===== config.mk =====
export PLATFORM = sky130hd
export DESIGN_NAME = csr_req_arbiter
export DESIGN_NICKNAME = d
export VERILOG_FILES = /design/src/rtl/csr_req_arbiter.sv
export SDC_FILE = /design/constraint.sdc
export NUM_CORES = 1
export LEC_CHECK = 0
export CORE_AREA = 2 2 118 120
export DETAILED_ROUTE_END_ITERATION = 12
export DIE_AREA = 0 0 120 122
export PLACE_DENSITY = 0.53
export SLEW_MARGIN = 40
export SYNTH_ARGS = -nofsm -noshare
export SYNTH_HDL_FRONTEND = slang
export SYNTH_SLANG_ARGS = --single-unit

===== constraint.sdc =====
create_clock -name clk_i -period 1.7 [get_ports clk_i]
set_clock_uncertainty 0.05 [all_clocks]
set_input_delay 0.34 -clock clk_i [delete_from_list [all_inputs] [get_ports clk_i]]
set_output_delay 0.34 -clock clk_i [all_outputs]
set_load 0.01 [all_outputs]

===== src/rtl/csr_req_arbiter.sv =====
// rtl/csr_req_arbiter.sv - round-robin arbiter sharing one CSR request/response port
module csr_req_arbiter #(
    parameter int NumReq       = 2,
    parameter int CsrDataWidth = 32,
    parameter int CsrAddrWidth = 32
) (
    input  logic                                clk_i,
    input  logic                                rst_ni,
    input  logic [NumReq-1:0][CsrDataWidth-1:0] req_data_i,
    input  logic [NumReq-1:0][CsrAddrWidth-1:0] req_addr_i,
    input  logic [NumReq-1:0]                   req_write_i,
    input  logic [NumReq-1:0]                   req_valid_i,
    output logic [NumReq-1:0]                   req_ready_o,
    output logic [NumReq-1:0][CsrDataWidth-1:0] rsp_data_o,
    output logic [NumReq-1:0]                   rsp_valid_o,
    input  logic [NumReq-1:0]                   rsp_ready_i,
    output logic [CsrDataWidth-1:0]             csr_req_data_o,
    output logic [CsrAddrWidth-1:0]             csr_req_addr_o,
    output logic                                csr_req_write_o,
    output logic                                csr_req_valid_o,
    input  logic                                csr_req_ready_i,
    input  logic [CsrDataWidth-1:0]             csr_rsp_data_i,
    input  logic                                csr_rsp_valid_i,
    output logic                                csr_rsp_ready_o,
    output logic                                busy_o,
    output logic                                err_o
);

    localparam int ReqIdWidth = (NumReq > 1) ? $clog2(NumReq) : 1;

    localparam logic [0:0] IDLE     = 1'b0;
    localparam logic [0:0] WAIT_RSP = 1'b1;

    logic [0:0]            state_q;
    logic [ReqIdWidth-1:0] rr_ptr_q;
    logic [ReqIdWidth-1:0] owner_q;
    logic                  lock_q;
    logic [ReqIdWidth-1:0] lock_id_q;
    logic                  err_q;

    logic [ReqIdWidth-1:0] rr_grant;
    logic [ReqIdWidth-1:0] grant;
    logic [ReqIdWidth-1:0] grant_next_ptr;
    logic [ReqIdWidth-1:0] idx;
    logic                  found;
    logic                  any_valid;
    logic                  accept;
    logic                  rsp_hs;

    assign any_valid = |req_valid_i;

    // First valid requester at or after rr_ptr_q, wrapping modulo NumReq.
    always_comb begin
        rr_grant = '0;
        found    = 1'b0;
        idx      = '0;
        for (int k = 0; k < NumReq; k++) begin
            idx = ReqIdWidth'((int'(rr_ptr_q) + k) % NumReq);
            if (!found && req_valid_i[idx]) begin
                found    = 1'b1;
                rr_grant = idx;
            end
        end
    end

    // A stalled grant is pinned so a later, higher-priority arrival cannot steal it.
    assign grant          = lock_q ? lock_id_q : rr_grant;
    assign grant_next_ptr = (grant == ReqIdWidth'(NumReq - 1)) ? '0 : grant + 1'b1;
    assign accept         = (state_q == IDLE) && any_valid && csr_req_ready_i;
    assign rsp_hs         = (state_q == WAIT_RSP) && csr_rsp_valid_i && csr_rsp_ready_o;

    always_comb begin
        req_ready_o     = '0;
        rsp_data_o      = '0;
        rsp_valid_o     = '0;
        csr_req_data_o  = '0;
        csr_req_addr_o  = '0;
        csr_req_write_o = 1'b0;
        csr_req_valid_o = 1'b0;
        csr_rsp_ready_o = 1'b1;
        if (state_q == IDLE) begin
            if (any_valid) begin
                csr_req_valid_o    = 1'b1;
                csr_req_data_o     = req_data_i[grant];
                csr_req_addr_o     = req_addr_i[grant];
                csr_req_write_o    = req_write_i[grant];
                req_ready_o[grant] = csr_req_ready_i;
            end
        end else begin
            rsp_valid_o[owner_q] = csr_rsp_valid_i;
            rsp_data_o[owner_q]  = csr_rsp_data_i;
            csr_rsp_ready_o      = rsp_ready_i[owner_q];
        end
    end

    always_ff @(posedge clk_i or negedge rst_ni) begin
        if (!rst_ni) begin
            state_q   <= IDLE;
            rr_ptr_q  <= '0;
            owner_q   <= '0;
            lock_q    <= 1'b0;
            lock_id_q <= '0;
            err_q     <= 1'b0;
        end else begin
            if (state_q == IDLE) begin
                if (csr_rsp_valid_i) begin
                    err_q <= 1'b1;
                end
                if (accept) begin
                    rr_ptr_q <= grant_next_ptr;
                    lock_q   <= 1'b0;
                    if (!req_write_i[grant]) begin
                        owner_q <= grant;
                        state_q <= WAIT_RSP;
                    end
                end else if (any_valid) begin
                    lock_q    <= 1'b1;
                    lock_id_q <= grant;
                end else begin
                    lock_q <= 1'b0;
                end
            end else if (rsp_hs) begin
                state_q <= IDLE;
            end
        end
    end

    assign busy_o = (state_q == WAIT_RSP);
    assign err_o  = err_q;

endmodule


==> metrics.md <==
| Metric | Value |
|---|---|
| Status | `finished, violations left` |
| Failing checks | `setup timing` |
| Arrival time at the worst endpoint | `1690 ps` |
| RSZ-0062 raised after global routing | `true` |
| Die H | `122 um` |
| IO Port Bufs | `306` |
| Synth async-reset ratio | `1.00` |
| Sequential area share after synthesis | `0.0868` |
| CP Launch Point | `rr_ptr_q` |
| Dominant synthesized flop cell | `dfrtp_1` |
| Yosys cell types | `26` |
| Setup TNS Final | `-23110 ps` |
| Fillcell total | `1345` |
| P_leak | `2.93 nW` |
| Avg WL per Cell | `17.1 um` |
| Number of synthesized flops with an enable pin | `0` |
| Fin crit period | `between 2000 and 2500 ps` |
| Via count | `3617` |
| Utilization after layout | `0.451` |
| Yosys warnings | `0` |
| Crit end category | `primary output` |
| Main area contributors after synthesis | `nand2_1, a21oi_1, and2_1` |
| Post-synth top area share | `0.284` |
| Critical Path, Cell by Cell | `nor2b_4 > o21a_4 > buf_6 > mux2_4 > and2_4 > buf_6` |
| Pin count of the biggest net entering global routing | `28` |
| Number of CTS-inserted buffers | `3` |
| Area of the die | `14600 um^2` |
| ANT nets after route | `0` |
| Family with the most delay on the worst path | `flip-flops` |
| Worst Path Required | `1310 ps` |
| Max Slew Vio Count | `0` |
| Commonest non-fill, non-tap cell in the layout | `clkdlybuf4s50_1` |
| Reg2Reg Launch Point | `busy_o` |
| Slew HR | `0.804` |
| Drt pass-1 iters | `4` |
| Tot Pwr | `between 8 and 9 mW` |
| Final Hold Fails | `0` |
| Layout net count | `841` |
| Vias in the first global route | `3463` |
| Peak supply drop | `0.000678 V` |
| CTS Sinks | `6` |
| Initial antenna violation count | `0` |
| Clock transition at the registers of the reported paths | `30 ps` |
| Worst slack, placed | `-960 ps` |
| Via density | `approximately 4.3` |
| Most used cell, CP | `buf_6` |
| Commonest cells after routing, fill and taps aside | `clkdlybuf4s50_1, buf_2, nand2_1` |
| Syn_nets | `494` |
| Crit path launch type | `register` |
| H-tree depth | `1` |
| Max Root-Sink Buffers | `2` |
| WP buf/inv | `2` |
| Setup violators final | `around 100` |
| CTS tree | `done` |
| All-layer global routing usage | `0.176` |
| N_diodes | `0` |
| Cell taking the most area after synthesis | `nand2_1` |
| DRT iter0 DRCs | `90` |
| Synth Register Bits | `6` |
| Area growth from synthesis to layout | `252%` |
| CP max FO | `5` |
| Die Wd | `120 um` |
| Max incr delay on CP | `400 ps` |
| Grt total ovfl | `0` |
| Setup ws final | `-382 ps` |
| Crit path kind | `register to primary output` |
| Fin crit share | `1.22` |
| Row count | `43` |
| Share of cells above drive strength 1 | `0.528` |
| Starting density of the core | `0.128` |
| Post-route DRC | `0` |
| Max-cap violations | `0` |
| Root cell of the clock tree | `clkbuf_16` |
| Post-synthesis cell count | `~320` |
| Syn Area/Cell | `5.34 um^2` |
| Fmax | `just under 500 MHz` |
| Worst-Skew Late Latency | `230 ps` |
| Routed wire length | `14.6 mm` |
| Netlist Area Pre-Place | `1730 um^2` |
| Hold/Removal Path Class | `input port to asynchronous set/reset pin` |
| Core box area | `13500 um^2` |
| First-pass GRT wire length | `20.0 mm` |
| Hold Worst Slack | `310 ps` |
| Ports | `307` |
| Hpwl dp | `9.38 mm` |
| GPL Wtd Cong | `0.842` |
| Worst Tran Pin Value | `293 ps` |
| Slowest cell on the critical path | `dfrtp_1` |
| Power density cells | `1400 nW/um^2` |
==> cells by family after synthesis <==
family	count (synthesis)	synth area share
buffers and inverters	35	0.110
DFF	6	0.0868
muxes	2	0.0145
and+or+nand+nor	206	0.557
AOI/OAI and AO/OA	75	0.232
==> sequential cells by signal (all words and copies together) (netlist names) <==
signal     cells
err_o          1
lock_q         1
rr_ptr_q       1
lock_id_q      1
owner_q        1
busy_o         1
==> layer usage <==
| metal | share of wire | wire (um) | GRT usage | vias up |
|---|---|---|---|---|
| met4 | 0.017 | 252 | 0.0478 | 0 |
| met3 | 0.056 | 818 | 0.0253 | 18 |
| met2 | 0.53 | 7720 | 0.321 | 141 |
| met5 | 0 | 0 | 0 | - |
| li1 | - | - | - | 1755 |
| met1 | 0.40 | 5760 | 0.215 | 1703 |
==> power by group <==
group	switching [mW]	total (mW)	internal [mW]
clock	0.0865	0.389	0.303
combinational	3.77	7.86	4.09
sequential	0.0560	0.259	0.203
==> Yosys cell counts, types with 2 or more instances <==
| master | number |
|---|---|
| dfrtp_1 | 6 |
| clkbuf_2 | 3 |
| a21oi_1 | 65 |
| buf_2 | 11 |
| buf_4 | 9 |
| a21o_1 | 3 |
| nand2_1 | 131 |
| and2_1 | 34 |
| clkbuf_1 | 8 |
| inv_1 | 2 |
| nor2_1 | 5 |
| and3_1 | 33 |
==> area by class of cell <==
type | instances | area (um^2) | share of cell area
Timing Repair Buffer | 374 | 3660 | 0.600
Sequential cell | 6 | 151 | 0.0248
Multi-Input combinational cell | 283 | 1970 | 0.324
Inverter | 3 | 13.8 | 0.00226
Clock buffer | 3 | 75.1 | 0.0123
Tap cell | 180 | 225 | 0.0369
==> stage by stage <==
step           instance area [um^2]  instances
6_report                       6100        849
5_1_grt                        6100        849
4_1_cts                        5750        851
3_5_place_dp                   5080        798
3_3_place_gp                   5080        798
2_1_floorplan                  1730        324
==> final timing paths <==
kind / slack [ps] / cells past startpoint / to
max in group asynchronous: 1050 / 1 / owner_q
min reg2reg: 430 / 1 / err_o
max reg2reg: 0 / 8 / owner_q
min in group clk_i: 390 / 2 / err_o
min: 310 / 1 / err_o
max: -380 / 6 / csr_req_write_o
==> repair_timing <==
action | in CTS | in global routing
setup buffers | 38 | 9
resized for setup | 655 | 151
hold buffers | 0 | 0
endpoints found under the setup margin | 139 | 131
pin swaps | 31 | 68
cloned | 13 | 2
Power figures use the tool's default switching activity.
